`src/rtl/speck_core_arbiter_pkg.sv`:
```
// Shared types for the SPECK core arbiter: cipher width and the job FSM encoding.
package speck_core_arbiter_pkg;

    localparam int unsigned KEY_SIZE = 128;

    typedef enum logic [2:0] {
        StIdle  = 3'd0,
        StLoad  = 3'd1,
        StStart = 3'd2,
        StWait  = 3'd3,
        StResp  = 3'd4
    } state_e;

endpackage

```
`src/rtl/speck_core_arbiter_if.sv`:
```
// Client-side request/response bundle; master = requesters, slave = arbiter.
interface speck_core_arbiter_if
    import speck_core_arbiter_pkg::*;
#(
    parameter int unsigned DATA_W  = KEY_SIZE,
    parameter int unsigned NUM_REQ = 2
);
    logic [NUM_REQ-1:0]        req;
    logic [NUM_REQ-1:0]        req_mode;
    logic [NUM_REQ*DATA_W-1:0] req_text;
    logic [NUM_REQ*DATA_W-1:0] req_key;
    logic [NUM_REQ-1:0]        grant;
    logic [NUM_REQ-1:0]        ack;
    logic [DATA_W-1:0]         resp_data;
    logic                      resp_err;

    modport master (
        output req, req_mode, req_text, req_key,
        input  grant, ack, resp_data, resp_err
    );

    modport slave (
        input  req, req_mode, req_text, req_key,
        output grant, ack, resp_data, resp_err
    );
endinterface

```
`src/rtl/speck_core_arbiter_rr_pick.sv`:
```
// Combinational round-robin picker: first set request at or above ptr, with wrap.
module speck_core_arbiter_rr_pick #(
    parameter int unsigned N  = 2,
    parameter int unsigned IW = (N > 1) ? $clog2(N) : 1
) (
    input  logic [N-1:0]  req,
    input  logic [IW-1:0] ptr,
    output logic          valid,
    output logic [N-1:0]  winner,
    output logic [IW-1:0] idx
);

    always_comb begin
        valid  = 1'b0;
        winner = '0;
        idx    = '0;
        // Offset k walks outward from ptr; j is the candidate that offset lands on.
        for (int k = 0; k < int'(N); k++) begin
            for (int j = 0; j < int'(N); j++) begin
                if (!valid && req[j] && (((32'(ptr) + 32'(k)) % N) == 32'(j))) begin
                    valid     = 1'b1;
                    winner[j] = 1'b1;
                    idx       = IW'(j);
                end
            end
        end
    end

endmodule

```
`src/rtl/speck_core_arbiter.sv`:
```
// Shares one SPECK encrypt/decrypt core pair between NUM_REQ round-robin requesters.
module speck_core_arbiter
    import speck_core_arbiter_pkg::*;
#(
    parameter int unsigned DATA_W  = KEY_SIZE,
    parameter int unsigned NUM_REQ = 2,
    parameter int unsigned TIMEOUT = 4096,
    parameter int unsigned TO_W    = 13
) (
    input  logic              clk,
    input  logic              rst_n,
    speck_core_arbiter_if.slave bus,
    output logic              core_start_enc,
    output logic              core_start_dec,
    output logic [DATA_W-1:0] core_text,
    output logic [DATA_W-1:0] core_key,
    input  logic [DATA_W-1:0] core_result_enc,
    input  logic [DATA_W-1:0] core_result_dec,
    input  logic              core_ready_enc,
    input  logic              core_ready_dec
);

    localparam int unsigned IW = $clog2(NUM_REQ);

    state_e             state_q, state_d;
    logic [IW-1:0]      sel_q, sel_d;
    logic [IW-1:0]      rr_ptr_q, rr_ptr_d;
    logic [NUM_REQ-1:0] mask_q, mask_d;
    logic               mode_q, mode_d;
    logic [DATA_W-1:0]  text_q, text_d;
    logic [DATA_W-1:0]  key_q, key_d;
    logic [TO_W-1:0]    wd_q, wd_d;
    logic [DATA_W-1:0]  resp_data_q, resp_data_d;
    logic               resp_err_q, resp_err_d;

    logic [NUM_REQ-1:0] eligible, pick_oh, sel_oh, grant_c, ack_c;
    logic [IW-1:0]      pick_idx;
    logic               pick_valid, ready_sel, wd_expire;

    assign eligible  = bus.req & ~mask_q;
    // Only the core that was started may complete the job.
    assign ready_sel = mode_q ? core_ready_dec : core_ready_enc;
    assign wd_expire = (wd_q == TO_W'(TIMEOUT - 2));

    speck_core_arbiter_rr_pick #(
        .N  (NUM_REQ),
        .IW (IW)
    ) u_rr_pick (
        .req    (eligible),
        .ptr    (rr_ptr_q),
        .valid  (pick_valid),
        .winner (pick_oh),
        .idx    (pick_idx)
    );

    always_comb begin
        for (int i = 0; i < int'(NUM_REQ); i++) begin
            sel_oh[i] = (sel_q == IW'(i));
        end
    end

    always_ff @(posedge clk) begin
        if (!rst_n) begin
            state_q <= StIdle;
        end else begin
            state_q <= state_d;
        end
    end

    always_comb begin
        state_d = state_q;
        unique case (state_q)
            StIdle:  if (pick_valid) state_d = StLoad;
            StLoad:  state_d = StStart;
            StStart: state_d = StWait;
            StWait:  if (ready_sel || wd_expire) state_d = StResp;
            StResp:  state_d = StIdle;
            default: state_d = StIdle;
        endcase
    end

    always_comb begin
        grant_c        = '0;
        ack_c          = '0;
        core_start_enc = 1'b0;
        core_start_dec = 1'b0;
        unique case (state_q)
            StIdle: ;
            StLoad, StWait: grant_c = sel_oh;
            StStart: begin
                grant_c        = sel_oh;
                core_start_enc = ~mode_q;
                core_start_dec = mode_q;
            end
            StResp: begin
                grant_c = sel_oh;
                ack_c   = sel_oh;
            end
            default: ;
        endcase
    end

    always_comb begin
        sel_d       = sel_q;
        rr_ptr_d    = rr_ptr_q;
        mask_d      = mask_q;
        mode_d      = mode_q;
        text_d      = text_q;
        key_d       = key_q;
        wd_d        = wd_q;
        resp_data_d = resp_data_q;
        resp_err_d  = resp_err_q;
        unique case (state_q)
            StIdle: begin
                mask_d = '0;
                if (pick_valid) sel_d = pick_idx;
            end
            StLoad: begin
                for (int i = 0; i < int'(NUM_REQ); i++) begin
                    if (sel_q == IW'(i)) begin
                        text_d = bus.req_text[i*DATA_W +: DATA_W];
                        key_d  = bus.req_key[i*DATA_W +: DATA_W];
                        mode_d = bus.req_mode[i];
                    end
                end
                rr_ptr_d = (sel_q == IW'(NUM_REQ - 1)) ? '0 : sel_q + 1'b1;
            end
            StStart: wd_d = '0;
            StWait: begin
                // Ready takes priority over an expiry landing in the same cycle.
                if (ready_sel) begin
                    resp_data_d = mode_q ? core_result_dec : core_result_enc;
                    resp_err_d  = 1'b0;
                end else if (wd_expire) begin
                    resp_data_d = '0;
                    resp_err_d  = 1'b1;
                end else begin
                    wd_d = wd_q + 1'b1;
                end
            end
            StResp: begin
                mask_d      = sel_oh;
                resp_data_d = '0;
                resp_err_d  = 1'b0;
            end
            default: ;
        endcase
    end

    always_ff @(posedge clk) begin
        if (!rst_n) begin
            sel_q       <= '0;
            rr_ptr_q    <= '0;
            mask_q      <= '0;
            mode_q      <= 1'b0;
            text_q      <= '0;
            key_q       <= '0;
            wd_q        <= '0;
            resp_data_q <= '0;
            resp_err_q  <= 1'b0;
        end else begin
            sel_q       <= sel_d;
            rr_ptr_q    <= rr_ptr_d;
            mask_q      <= mask_d;
            mode_q      <= mode_d;
            text_q      <= text_d;
            key_q       <= key_d;
            wd_q        <= wd_d;
            resp_data_q <= resp_data_d;
            resp_err_q  <= resp_err_d;
        end
    end

    assign bus.grant     = grant_c;
    assign bus.ack       = ack_c;
    assign bus.resp_data = resp_data_q;
    assign bus.resp_err  = resp_err_q;
    assign core_text     = text_q;
    assign core_key      = key_q;

endmodule

```
`src/flat_wrapper.sv`:
```
// flat-port wrapper written by rule: the top's interface ports become plain ports
module speck_core_arbiter_flat import speck_core_arbiter_pkg::*;
#(
    parameter int unsigned DATA_W  = KEY_SIZE,
    parameter int unsigned NUM_REQ = 2,
    parameter int unsigned TIMEOUT = 4096,
    parameter int unsigned TO_W    = 13
)
  (clk, rst_n, core_start_enc, core_start_dec, core_text, core_key, core_result_enc, core_result_dec, core_ready_enc, core_ready_dec, bus_req, bus_req_mode, bus_req_text, bus_req_key, bus_grant, bus_ack, bus_resp_data, bus_resp_err);
  speck_core_arbiter_if #(.DATA_W(DATA_W), .NUM_REQ(NUM_REQ)) bus_i ();
  input  logic clk;
  input  logic rst_n;
  output logic core_start_enc;
  output logic core_start_dec;
  output logic [DATA_W-1:0] core_text;
  output logic [DATA_W-1:0] core_key;
  input  logic [DATA_W-1:0] core_result_enc;
  input  logic [DATA_W-1:0] core_result_dec;
  input  logic core_ready_enc;
  input  logic core_ready_dec;
  input wire logic [$bits(bus_i.req)-1:0] bus_req;
  input wire logic [$bits(bus_i.req_mode)-1:0] bus_req_mode;
  input wire logic [$bits(bus_i.req_text)-1:0] bus_req_text;
  input wire logic [$bits(bus_i.req_key)-1:0] bus_req_key;
  output wire logic [$bits(bus_i.grant)-1:0] bus_grant;
  output wire logic [$bits(bus_i.ack)-1:0] bus_ack;
  output wire logic [$bits(bus_i.resp_data)-1:0] bus_resp_data;
  output wire logic [$bits(bus_i.resp_err)-1:0] bus_resp_err;
  assign bus_i.req = bus_req;
  assign bus_i.req_mode = bus_req_mode;
  assign bus_i.req_text = bus_req_text;
  assign bus_i.req_key = bus_req_key;
  assign bus_grant = bus_i.grant;
  assign bus_ack = bus_i.ack;
  assign bus_resp_data = bus_i.resp_data;
  assign bus_resp_err = bus_i.resp_err;
  speck_core_arbiter #(.DATA_W(DATA_W), .NUM_REQ(NUM_REQ), .TIMEOUT(TIMEOUT), .TO_W(TO_W)) u_core (.clk(clk), .rst_n(rst_n), .bus(bus_i), .core_start_enc(core_start_enc), .core_start_dec(core_start_dec), .core_text(core_text), .core_key(core_key), .core_result_enc(core_result_enc), .core_result_dec(core_result_dec), .core_ready_enc(core_ready_enc), .core_ready_dec(core_ready_dec));
endmodule
```
`config.mk`:
```
export PLATFORM = sky130hd
export DESIGN_NAME = speck_core_arbiter_flat
export DESIGN_NICKNAME = d
export VERILOG_FILES = /design/src/rtl/speck_core_arbiter_pkg.sv /design/src/rtl/speck_core_arbiter_if.sv /design/src/rtl/speck_core_arbiter_rr_pick.sv /design/src/rtl/speck_core_arbiter.sv /design/src/flat_wrapper.sv
export SDC_FILE = /design/constraint.sdc
export NUM_CORES = 1
export LEC_CHECK = 0
export CAP_MARGIN = 20
export CORE_AREA = 2 2 458 460
export CTS_CLUSTER_DIAMETER = 150
export DETAILED_ROUTE_END_ITERATION = 16
export DIE_AREA = 0 0 460 462
export GPL_TIMING_DRIVEN = 0
export HOLD_SLACK_MARGIN = 0.15
export MAX_ROUTING_LAYER = met4
export PLACE_DENSITY = 0.35
export RECOVER_POWER = 25
export SLEW_MARGIN = 40
export SYNTH_ARGS = -nofsm -noshare
export SYNTH_HDL_FRONTEND = slang
export SYNTH_HIERARCHICAL = 1
export SYNTH_SLANG_ARGS = --single-unit
```
`constraint.sdc`:
```
create_clock -name clk -period 1.93 [get_ports clk]
set_input_delay 0.386 -clock clk [delete_from_list [all_inputs] [get_ports clk]]
set_output_delay 0.386 -clock clk [all_outputs]
set_load 0.02 [all_outputs]
```
==> impl_results.md <==
- Port buffer count: approximately 1.2k
- Detailed Place HPWL: around 130000 um
- Core ar.: 208000 um^2
- Routed vias/inst: around 3.3
- Die height: between 400 and 500 um
- Mapped Cells: around 2k
- Final ANT Viol Nets: 0
- GR Overflow Total: 0
- Ys Warns: 6
- Num CTS Buffers: 56
- Synthesized area: 19000 um^2
- Final net count: between 4k and 5k
- Pwr dens: slightly below 800 nW/um^2
- DR iter-0 viols: ~870
- WP data required: 1.54 ns
- Worst-Margin Slew: between 0.7 and 0.8 ns
- Final estimated routing congestion in global placement: between 0.8 and 0.9
- Maximum root-to-sink buffer count: 3
- Fraction of layout cells with a size suffix above 1: 0.174
- Minimum clock period after layout: about 2.2 ns
- Final worst path period share: 1.15
- MaxCap Viol Count: 0
- Nature of the critical path endpoint: output pin
- Synthesized area per cell: approximately 9.5 um^2
- Post-Layout Cell Count: just over 6k
- Largest net degree at the start of global routing: 16
- Synth Net Count: around 2.8k
- RSZ-0062 raised after global routing: yes
- Reg clk slew, reported paths: roughly 0.060 ns
- CP arrival: 1.84 ns
- Die Width: approximately 460 um
- H-tree depth: 2
- Number of global-route vias before repair: 20.6k
- Hold Crit Class: in2reg
- Clock root buffer: clkbuf_16
- Total GRT Usage: 0.137
- Leakage: approximately 0.015 uW
- Std-Cell Rows: roughly 170
- Die Area: 213000 um^2
- Crit-path cells: buf_6 > or3b_4 > nor2_4 > buf_12
- Startpoint types: register
- Failing checks: setup timing
- Max_slew headroom: 0.480
- Synth-to-Final Area Change: 100%
- Crit Path Category: reg2out
- Fmax: ~0.45 GHz
- Worst skew pair latency: 0.67 ns
- Total power: about 30000 uW
- Cts hold-fix bufs: 0
- Final Slew Violations: 0
- First-pass GRT wire length: between 150000 and 200000 um
- Vias: between 20k and 25k
- Hold Vio Cnt, Final: 0
- # clock sinks: 406
- CP Max Fanout: 4
- WL final: ~150000 um
- Setup slack after layout: -0.297 ns
- CP peak stage delay: about 0.41 ns
- Initial antenna violation count: 16
- WL per Instance: approximately 25 um
- Pre-antenna DRT Iters: 5
- TNS Setup: -15.73 ns
- Status: finished, violations left
- Placed cell count: roughly 6k
- Clock skew: 0.0204 ns
- Core Util, Final: 0.183
- I/O pin total: 1167
- Final Setup Violations: roughly 190
- Worst path slowest cell: or3b_4
- VDD IR max: around 0.55 mV
- # DRC: 0
- CTS tree: yes
- Initial Util: 0.0912
-- power breakdown --
part	total [uW]	internal (uW)	switching, uW	leakage [uW]
clock	11000	6460	4500	0.000922
combinational	9500	4320	5180	0.0108
sequential	9610	9160	452	0.00333
-- registers in the layout (all words and copies together) (netlist names) --
name                  count
u_core/bus.resp_err       1
u_core/mode_q             1
u_core/core_key         128
u_core/core_text        128
u_core/sel_q              1
u_core/mask_q             2
u_core/wd_q              13
u_core/rr_ptr_q           1
u_core/bus.resp_data    128
u_core/state_q            3
-- timing repair --
action,4_1_cts,5_1_grt
gates resized for setup,787,131
pin swaps,12,10
setup endpoints to repair,787,302
gates cloned,0,15
hold endpoints to repair,0,0
setup buffers,29,18
-- layout by cell type (no fill, tap or decap), types with 12 or more instances in the layout --
| master | n |
|---|---|
| dfxtp_1 | 395 |
| clkdlybuf4s50_1 | 774 |
| clkbuf_1 | 52 |
| mux2i_1 | 301 |
| buf_4 | 59 |
| mux2i_2 | 36 |
| clkbuf_4 | 12 |
| buf_12 | 24 |
| clkbuf_8 | 18 |
| clkdlybuf4s15_2 | 21 |
| mux2i_4 | 49 |
| a211oi_1 | 259 |
| nand2_1 | 264 |
| buf_6 | 31 |
| clkdlybuf4s15_1 | 15 |
| buf_8 | 12 |
| buf_2 | 12 |
| mux2_2 | 129 |
| nor2_1 | 263 |
| clkbuf_16 | 73 |
| clkbuf_2 | 39 |
| dlygate4sd2_1 | 340 |
-- final timing paths --
| kind | slack, ns | to | depth (start not counted) | start |
|---|---|---|---|---|
| worst min-delay path | 0.36 | u_core/core_key[25] | 3 | bus_req_key[25] |
| worst max register to register | -0.13 | u_core/bus.resp_data[77] | 10 | u_core/mode_q |
| worst max-delay path | -0.30 | bus_ack[0] | 4 | u_core/state_q[1] |
| worst min register to register | 0.45 | u_core/bus.resp_data[48] | 2 | u_core/bus.resp_data[48] |
-- through the flow --
step           instance area (um^2)  worst slack (ns)  hold slack [ns]
5_1_grt                       38000            -0.408            0.332
2_1_floorplan                 19000             0.240            0.460
3_5_place_dp                  34400             -1.32            0.451
3_3_place_gp                  34000             -1.75            0.446
4_1_cts                       37200            -0.437            0.271
6_report                      38000            -0.297            0.357
-- final cells by class --
cell class                 instances  area [um^2]
antenna                            5         12.5
buffer                           175         1530
fill                           23300       170000
multi-input combinational       1407        10800
clock buffer                      82         1650
sequential                       406         8150
inverter                           8         32.5
clock inverter                    20          263
tap                             2720         3400
timing repair buffer            1231        12100
-- routing by layer --
layer  vias to the layer above  global-route usage  share of wire
met5                         -                   -              0
met4                         0              0.0270          0.018
met3                       109              0.0298          0.057
met2                       848               0.266           0.56
met1                      9553               0.140           0.37
li1                       9700                   -              -
-- critical path, delay by kind of cell (launching register included) --
kind          cells  cell delay [ns]
flops             1             0.33
simple gates      2             0.56
buf+inv           2             0.26
No activity file was read; power rests on OpenSTA's default activity.
